--- src/rtl/sub_pkg.sv ---
// Shared types for the nibble-serial borrow-lookahead subtractor.
// Optional signed-overflow output is enabled with SUB_OVF_EN (see top).
package sub_pkg;

    localparam int NIBBLE_W = 4;

    typedef enum logic [1:0] {IDLE, RUN, DONE} state_e;

    typedef logic [NIBBLE_W-1:0] nibble_t;

endpackage

--- src/rtl/nibble_bla.sv ---
// 4-bit borrow-lookahead subtract slice: d = x - y - br_in, borrows flattened to SOP.
// Also exports group borrow-generate G / propagate P for higher-level lookahead.
module nibble_bla
    import sub_pkg::*;
(
    input  nibble_t x,
    input  nibble_t y,
    input  logic    br_in,
    output nibble_t d,
    output logic    br_out,
    output logic    G,
    output logic    P
);

    nibble_t g;
    nibble_t p;
    nibble_t br;

    assign g = ~x & y;
    assign p = ~(x ^ y);

    assign br[0] = br_in;
    assign br[1] = g[0] | (p[0] & br_in);
    assign br[2] = g[1] | (p[1] & g[0]) | (p[1] & p[0] & br_in);
    assign br[3] = g[2] | (p[2] & g[1]) | (p[2] & p[1] & g[0])
                 | (p[2] & p[1] & p[0] & br_in);

    assign G = g[3] | (p[3] & g[2]) | (p[3] & p[2] & g[1]) | (p[3] & p[2] & p[1] & g[0]);
    assign P = &p;

    assign br_out = G | (P & br_in);
    assign d      = x ^ y ^ br;

endmodule

--- src/rtl/nibble_serial_bla_subtractor.sv ---
// Multi-cycle subtractor: diff = a - b - bin, one nibble per clock, LSB nibble first.
// Define SUB_OVF_EN to add the registered signed-overflow output ovf.
module nibble_serial_bla_subtractor
    import sub_pkg::*;
#(
    parameter int WIDTH = 16
) (
    input  logic             clk,
    input  logic             rst_n,
    input  logic             in_valid,
    output logic             in_ready,
    input  logic [WIDTH-1:0] a,
    input  logic [WIDTH-1:0] b,
    input  logic             bin,
    output logic             out_valid,
    input  logic             out_ready,
    output logic [WIDTH-1:0] diff,
    output logic             bout
`ifdef SUB_OVF_EN
    ,
    output logic             ovf
`endif
);

    localparam int N     = WIDTH / NIBBLE_W;
    localparam int IDX_W = (N > 1) ? $clog2(N) : 1;
    localparam logic [IDX_W-1:0] LAST = IDX_W'(N - 1);

    if ((WIDTH < NIBBLE_W) || (WIDTH % NIBBLE_W != 0)) begin : g_bad_width
        $error("WIDTH must be a multiple of 4 and at least 4");
    end

    state_e              state_q, state_d;
    logic [IDX_W-1:0]    idx_q, idx_d;
    nibble_t [N-1:0]     a_q, a_d;
    nibble_t [N-1:0]     b_q, b_d;
    nibble_t [N-1:0]     diff_q, diff_d;
    logic                br_q, br_d;
    logic                bout_q, bout_d;
`ifdef SUB_OVF_EN
    logic                ovf_q, ovf_d;
`endif

    nibble_t nib_d;
    logic    nib_br;
    logic    grp_g, grp_p;
    logic    unused_grp;

    nibble_bla u_bla (
        .x      (a_q[idx_q]),
        .y      (b_q[idx_q]),
        .br_in  (br_q),
        .d      (nib_d),
        .br_out (nib_br),
        .G      (grp_g),
        .P      (grp_p)
    );

    // Group G/P are only needed when slices are chained in parallel.
    assign unused_grp = grp_g ^ grp_p;

    always_comb begin
        state_d = state_q;
        idx_d   = idx_q;
        a_d     = a_q;
        b_d     = b_q;
        diff_d  = diff_q;
        br_d    = br_q;
        bout_d  = bout_q;
`ifdef SUB_OVF_EN
        ovf_d   = ovf_q;
`endif
        unique case (state_q)
            IDLE: begin
                if (in_valid) begin
                    a_d     = a;
                    b_d     = b;
                    br_d    = bin;
                    diff_d  = '0;
                    bout_d  = 1'b0;
                    idx_d   = '0;
`ifdef SUB_OVF_EN
                    ovf_d   = 1'b0;
`endif
                    state_d = RUN;
                end
            end
            RUN: begin
                diff_d[idx_q] = nib_d;
                br_d          = nib_br;
                idx_d         = idx_q + IDX_W'(1);
                if (idx_q == LAST) begin
                    bout_d  = nib_br;
`ifdef SUB_OVF_EN
                    ovf_d   = (a_q[N-1][NIBBLE_W-1] ^ b_q[N-1][NIBBLE_W-1])
                            & (nib_d[NIBBLE_W-1] ^ a_q[N-1][NIBBLE_W-1]);
`endif
                    state_d = DONE;
                end
            end
            DONE: begin
                if (out_ready) state_d = IDLE;
            end
            default: state_d = IDLE;
        endcase
    end

    always_ff @(posedge clk or negedge rst_n) begin
        if (!rst_n) begin
            state_q <= IDLE;
            idx_q   <= '0;
            a_q     <= '0;
            b_q     <= '0;
            diff_q  <= '0;
            br_q    <= 1'b0;
            bout_q  <= 1'b0;
`ifdef SUB_OVF_EN
            ovf_q   <= 1'b0;
`endif
        end else begin
            state_q <= state_d;
            idx_q   <= idx_d;
            a_q     <= a_d;
            b_q     <= b_d;
            diff_q  <= diff_d;
            br_q    <= br_d;
            bout_q  <= bout_d;
`ifdef SUB_OVF_EN
            ovf_q   <= ovf_d;
`endif
        end
    end

    assign in_ready  = (state_q == IDLE);
    assign out_valid = (state_q == DONE);
    assign diff      = diff_q;
    assign bout      = bout_q;
`ifdef SUB_OVF_EN
    assign ovf       = ovf_q;
`endif

endmodule
--- config.mk ---
export PLATFORM = sky130hd
export DESIGN_NAME = nibble_serial_bla_subtractor
export DESIGN_NICKNAME = d
export VERILOG_FILES = /design/src/rtl/sub_pkg.sv /design/src/rtl/nibble_bla.sv /design/src/rtl/nibble_serial_bla_subtractor.sv
export SDC_FILE = /design/constraint.sdc
export NUM_CORES = 1
export LEC_CHECK = 0
export CAP_MARGIN = 20
export CORE_MARGIN = 10
export CORE_UTILIZATION = 35
export DETAILED_ROUTE_END_ITERATION = 10
export MAX_ROUTING_LAYER = met4
export PLACE_DENSITY = 0.63
export SYNTH_ARGS = -nofsm -noshare
export SYNTH_HDL_FRONTEND = slang
export SYNTH_SLANG_ARGS = --single-unit
export TNS_END_PERCENT = 5
--- constraint.sdc ---
create_clock -name clk -period 2.25 [get_ports clk]
set_input_delay 0.675 -clock clk [delete_from_list [all_inputs] [get_ports clk]]
set_output_delay 0.675 -clock clk [all_outputs]
set_load 0.02 [all_outputs]
# == Yosys cells after proc, flatten, opt, wreduce, memory -nomap -nowiden ==
# Index checks and enable logic that the tools add are counted.
# classes
add_sub_neg,1
order_cmp,2
n_eq_ne,6
muxes,20
n_bitwise,30
n_reduce_logical,8
# ops
op,count
16-bit one-hot mux with 2 select lines,1
4-bit binary-select mux with 2-bit select,2
16-bit bitwise mux,1
16-bit two-way mux,1
1-bit bitwise AND,15
4-bit two-way mux,3
1-bit bitwise OR,10
4-bit demux with 2-bit select,1
2-bit two-way mux,4
4-bit NOT,2
4-bit XOR,2
2-bit one-hot mux with 3 select lines,1
3-bit AND reduction,2
4-bit bitwise AND,1
"2-bit equality test, second input constant",2
"2-bit != test, second input constant",2
1-bit one-hot mux with 2 select lines,2
2-bit one-hot mux with 2 select lines,1
2-bit AND reduction,2
4-bit AND reduction,1
"2-bit by 3-bit < comparator with 1-bit output, second input constant",1
1-bit two-way mux,3
"2-bit by 1-bit adder with 2-bit output, second input constant",1
"2-bit by 1-bit equality test with 1-bit output, second input constant",1
5 further kinds,5
# word_totals
register_bits,54
inputBits,37
out_inout_bits,19
word_cells,83

# == Depth between registers and ports, before layout ==
# logic_depth
depth_word,11
ltp_mapped,8
mapped_depth_nobuf,7

# == Modules after synthesis ==
# From an unflattened synthesis, not the netlist that was laid out.
# unflattened
cells_unflattened,194
area_unflattened_um2,2740.1
# by_module_without_submodules
module,n_inst,cells_per_inst,area_each_um2,seq_area_each_um2
nibble_serial_bla_subtractor,1,170,2537.4,1351.3
nibble_bla,1,24,202.7,0.0

# == Worst setup path before layout ==
# No wires, ideal clock.
# synth_path
kind,flip-flop to flip-flop
startpoint,register idx_q[0]
endpoint,register diff_q (netlist bit diff[11])
setup_time_ns,0.129
arrival_ns,2.104
required_time_ns,2.121
setup_slack_ns,0.017
path_stages_with_launch,9
n_path_buf,1
synth_period_minus_slack_ns,2.233
path_cell_list,dfrtp_1 > buf_6 > mux4_2 > inv_2 > ha_1 > a211o_1 > a21oi_2 > xnor2_1 > o21ai_1
# synth_between
elab_chain_cells,11
word_cells_on_any_way,24
classes_between,2 x order compare; 8 x mux; 13 x bitwise; 1 x reduce/logical
# synth_lines
item,line,text
start: declaration,nibble_serial_bla_subtractor.sv:34,"logic [IDX_W-1:0] idx_q, idx_d;"
start signal: assignment,nibble_serial_bla_subtractor.sv:122,idx_q <= idx_d;
4-bit binary-select mux with 2-bit select (on tied branches),"nibble_serial_bla_subtractor.sv:50, nibble_serial_bla_subtractor.sv:51",
4-bit two-way mux (on tied branches),"nibble_serial_bla_subtractor.sv:50, nibble_serial_bla_subtractor.sv:51",
4-bit XOR / 4-bit NOT (equally long branches),"nibble_bla.sv:20, nibble_bla.sv:32, nibble_bla.sv:19",
4-bit NOT / 4-bit bitwise AND (equally long branches),"nibble_bla.sv:20, nibble_bla.sv:19",
1-bit bitwise AND (on tied branches),"nibble_bla.sv:25, nibble_bla.sv:26",
1-bit bitwise OR (tied with other cells),nibble_bla.sv:25,assign br[3] = g[2] | (p[2] & g[1]) | (p[2] & p[1] & g[0])
1-bit bitwise OR / 1-bit bitwise AND (equally long branches),"nibble_bla.sv:25, nibble_bla.sv:26",
1-bit bitwise OR,nibble_bla.sv:26,| (p[2] & p[1] & p[0] & br_in);
4-bit XOR,nibble_bla.sv:32,assign d = x ^ y ^ br;
16-bit bitwise mux *,nibble_serial_bla_subtractor.sv:89,diff_d[idx_q] = nib_d;
16-bit one-hot mux with 2 select lines *,nibble_serial_bla_subtractor.sv:73,unique case (state_q)
end signal: assignment,nibble_serial_bla_subtractor.sv:125,diff_q <= diff_d;
end: declaration,nibble_serial_bla_subtractor.sv:37,"nibble_t [N-1:0] diff_q, diff_d;"
# Mark *: on every way between the ends. The rest lies on a longest branch, timed or not. The select of a mux whose other input is x is not followed.
# A chain may end at the register's enable or synchronous reset.

# == Worst setup path in the final report ==
# layout_path
startpoint,register idx_q[0]
endpoint,register diff_q (netlist bit diff[3])
# Same word-level chain as after synthesis.

==> impl_table.tex <==
\begin{tabular}{lr}
\hline
Metric & Value \\
\hline
\multicolumn{2}{l}{\textbf{Status}} \\
\quad Status & complete, no violations \\
\multicolumn{2}{l}{\textbf{Synthesis}} \\
\quad Count of state elements after synthesis & between 50 and 60 \\
\quad Post-Synthesis Mean Instance Area & between 10 and 15 um\^{}2 \\
\quad Synth cell types & 26 \\
\quad Number of nets produced by synthesis & 296 \\
\quad Seq/Total Area, Yosys & around 54\% \\
\quad Mapped cell area & 2500 um\^{}2 \\
\quad Cell types occupying the most area after synthesis & dfrtp\_1 (54\%), nand2\_1 (17\%), mux4\_2 (7.2\%) \\
\quad Area share of the largest cell type after synthesis & $\sim$54\% \\
\quad Mapped Cells & 250 \\
\quad Yosys warning total & 0 \\
\quad Largest area contributor in the synthesized netlist & dfrtp\_1 \\
\multicolumn{2}{l}{\textbf{Die}} \\
\quad Initial core utilization & a little over a third \\
\quad I/O pin count & 56 \\
\quad Core ar. & slightly below 7000 um\^{}2 \\
\quad Vert. Die Dim & around 100 um \\
\quad Full die area & about 11000 um\^{}2 \\
\quad Placement Rows & 30 \\
\quad Die X & 105 um \\
\multicolumn{2}{l}{\textbf{Timing}} \\
\quad Slew of the pin with the lowest slew margin & 431 ps \\
\quad Highest clock frequency the design can meet & roughly 0.45 GHz \\
\quad Clock Skews & 8.16 ps \\
\quad Worst rel slew slack & a little under three quarters \\
\quad Total setup violations reported at the end of the flow & 0 \\
\quad Number of pins exceeding their max-slew limit in the final report & 0 \\
\quad Total negative setup slack & 0 ps \\
\quad Fin worst setup slack & about 19 ps \\
\quad Number of failing hold endpoints at the final stage & 0 \\
\quad Tightest hold margin & $\sim$350 ps \\
\quad Share of the cycle needed by the critical path after routing & 99.2\% \\
\quad Time the worst path needs with I/O delays and setup & between 2000 and 2500 ps \\
\quad Setup repair after global routing missed its margin & yes \\
\multicolumn{2}{l}{\textbf{Finish}} \\
\quad Leading cell type in the layout, fill and taps excluded & nand2\_1 \\
\quad Final net count & 359 \\
\quad Antenna cells & 0 \\
\quad Fillcell total & approximately 640 \\
\quad Highest-count cells in the layout ignoring fill and taps & nand2\_1 (111), dfrtp\_1 (54), clkdlybuf4s50\_1 (52) \\
\quad Share of post-route cells with drive strength above 1 & 13.1\% \\
\quad Synth-to-layout area growth & 33.9\% \\
\quad Final instance area & 3350 um\^{}2 \\
\quad Final design utilization & just under 50\% \\
\multicolumn{2}{l}{\textbf{Global route}} \\
\quad Maximum number of pins on one net before global-route repair & between 50 and 60 \\
\quad Total global-route track usage & between 10 and 15\% \\
\quad Global route total overflow & 0 \\
\quad Global-route wire length before repair & roughly 9800 um \\
\quad Initial antenna violation count & 0 \\
\quad Number of global-route vias before repair & 2042 \\
\multicolumn{2}{l}{\textbf{Clock network}} \\
\quad Total clock buffers created by CTS & 5 \\
\quad Hold\_buf cts & 0 \\
\quad Clock latency of the later-clocked register in the worst-skew pair & slightly above 300 ps \\
\quad Total number of clock tree sinks & 54 \\
\quad TritonCTS clock tree & yes \\
\quad Clk slew on worst S/H paths & $\sim$100 ps \\
\quad Root Driver & clkbuf\_8 \\
\quad Depth of the CTS H-tree & 2 \\
\quad Maximum number of buffers from clock root to sink & 2 \\
\multicolumn{2}{l}{\textbf{Place}} \\
\quad Number of port buffers & between 50 and 60 \\
\quad Placed cell areas & around 3200 um\^{}2 \\
\quad HPWL after detailed placement & $\sim$4400 um \\
\quad Minimum setup slack after placement & -8.49 ps \\
\quad Final Wtd Congestion & between 0.7 and 0.8 \\
\multicolumn{2}{l}{\textbf{Hold path}} \\
\quad Worst min-delay path class & in2async \\
\multicolumn{2}{l}{\textbf{Routing}} \\
\quad Number of vias per cell after detailed routing & 4.57 \\
\quad Total length of routed wires & around 5700 um \\
\quad 1st-pass router iterations & 4 \\
\quad Via count of the routed design & about 1.9k \\
\quad Iteration-0 DRC count of the detailed router & between 60 and 70 \\
\quad Final antenna-violating net count & 0 \\
\quad Remaining routing DRC violations & 0 \\
\quad Avg WL per Cell & approximately 14 um \\
\multicolumn{2}{l}{\textbf{Power}} \\
\quad Static power due to leakage & between 0.0015 and 0.002 uW \\
\quad Switching power share of the total & between 40 and 50\% \\
\quad Combinational power share & slightly below 60\% \\
\quad Net switching component of the power & 2240 uW \\
\quad Pint & about 3200 uW \\
\quad Part of the power in the clock network & between 10\% and 20\% \\
\quad Total power per unit cell area & approximately 1600 nW/um\^{}2 \\
\quad Reg power frac & 30.7\% \\
\quad Highest ir drop seen on vdd & about 0.00072 V \\
\multicolumn{2}{l}{\textbf{Setup path}} \\
\quad Crit. End Element & flip-flop \\
\quad Startpoint types & flip-flop \\
\quad Highest fanout seen on the critical path & 4 \\
\quad Arrival time of the worst setup path & roughly 2400 ps \\
\quad Type of the setup path with the least slack & reg2reg \\
\quad Worst endpoint required time & approximately 2500 ps \\
\multicolumn{2}{l}{\textbf{Job}} \\
\quad Number of maximum-capacitance constraint violations & 0 \\
\hline
\end{tabular}
final timing paths:
check	from	endpoint	slack, ps	cells after the start
worst max-delay path	idx_q[0]$_DFFE_PN0P_	diff[3]$_DFFE_PN0P_	20	8
worst min-delay path	rst_n	state_q[1]$_DFFE_PN0P_	350	2
max in group asynchronous	rst_n	b_q[1]$_DFFE_PN0P_	1680	2
worst max register to register	idx_q[0]$_DFFE_PN0P_	diff[3]$_DFFE_PN0P_	20	8
worst min register to register	b_q[2]$_DFFE_PN0P_	b_q[2]$_DFFE_PN0P_	480	2
min in group clk	b_q[2]$_DFFE_PN0P_	b_q[2]$_DFFE_PN0P_	480	2
cell usage after synthesis (all sizes together):
library cell    n
o21ai          18
fa              1
nor2b           2
ha              8
nand3           5
o21a            1
dfrtp          54
mux4            8
a21oi           6
buf            11
o31ai           2
a32o            4
inv             9
xnor2           3
nand2b          2
nor2            1
nand2         111
nor3            1
clkbuf          1
nor3b           1
a211o           1
final cells by class:
class | count | area [um^2] | share of cell area [%]
Multi-Input combinational cell | 175 | 1070 | 32.0
Timing Repair Buffer | 68 | 677 | 20.2
Clock buffer | 6 | 82.6 | 2.47
Inverter | 9 | 33.8 | 1.01
Clock inverter | 2 | 12.5 | 0.374
Sequential cell | 54 | 1350 | 40.4
Tap cell | 96 | 120 | 3.59
worst max-delay path: stages, from the launching register on:
cell	delay, ps
dfrtp_1	390
buf_6	120
mux4_2	510
inv_2	90
ha_4	200
a211o_1	280
a21oi_2	230
xnor2_2	190
o21ai_1	120
through the flow:
step | total power [uW] | instances
final | 5400 | 410
after CTS | 5260 | 409
after global routing | 5890 | 410
after global placement | 4560 | 401
after detailed placement | 4640 | 401
after floorplan | 3680 | 250
per-layer routing:
layer  wire (um)  GRT usage (%)  up-vias  part of all wire (%)
met2        2750           17.2       49                    48
met1        2630           13.7      875                    46
met5           0              -        -                     0
li1            -              -      942                     -
met3         243           2.83        9                   4.2
met4         121           4.17        0                   2.1
what timing repair did:
item / in CTS / in global routing
gates resized for setup: 2 / 8
buffers inserted: 0 / 1
endpoints found under the setup margin: 3 / 15
pin swaps: 0 / 4
logic make-up (layout without fill, tap and decap cells):
logic type	Yosys count	count (layout)	synth area share, %
multiplexers	8	8	7.20
AO/OA/AOI/OAI	32	32	8.25
adder cells (fa/ha/maj)	9	9	4.80
flip-flops	54	54	54.0
XOR/XNOR	3	3	1.05
AND/OR/NAND/NOR	123	123	19.5
buffers and inverters	21	85	5.15
power by group through the flow:
stage / clock network [uW] / logic [uW] / registers, uW
after floorplan: 0 / 1970 / 1710
after global placement: 0 / 2890 / 1680
after detailed placement: 0 / 2950 / 1680
after CTS: 576 / 3020 / 1660
after global routing: 616 / 3560 / 1710
final: 562 / 3180 / 1660
state kept, by name, summed over array words and instances, names as in the netlist:
register	cells
b_q	16
diff	16
idx_q	2
br_q	1
state_q	2
a_q	16
bout	1
(Power assumes the default switching activity.)
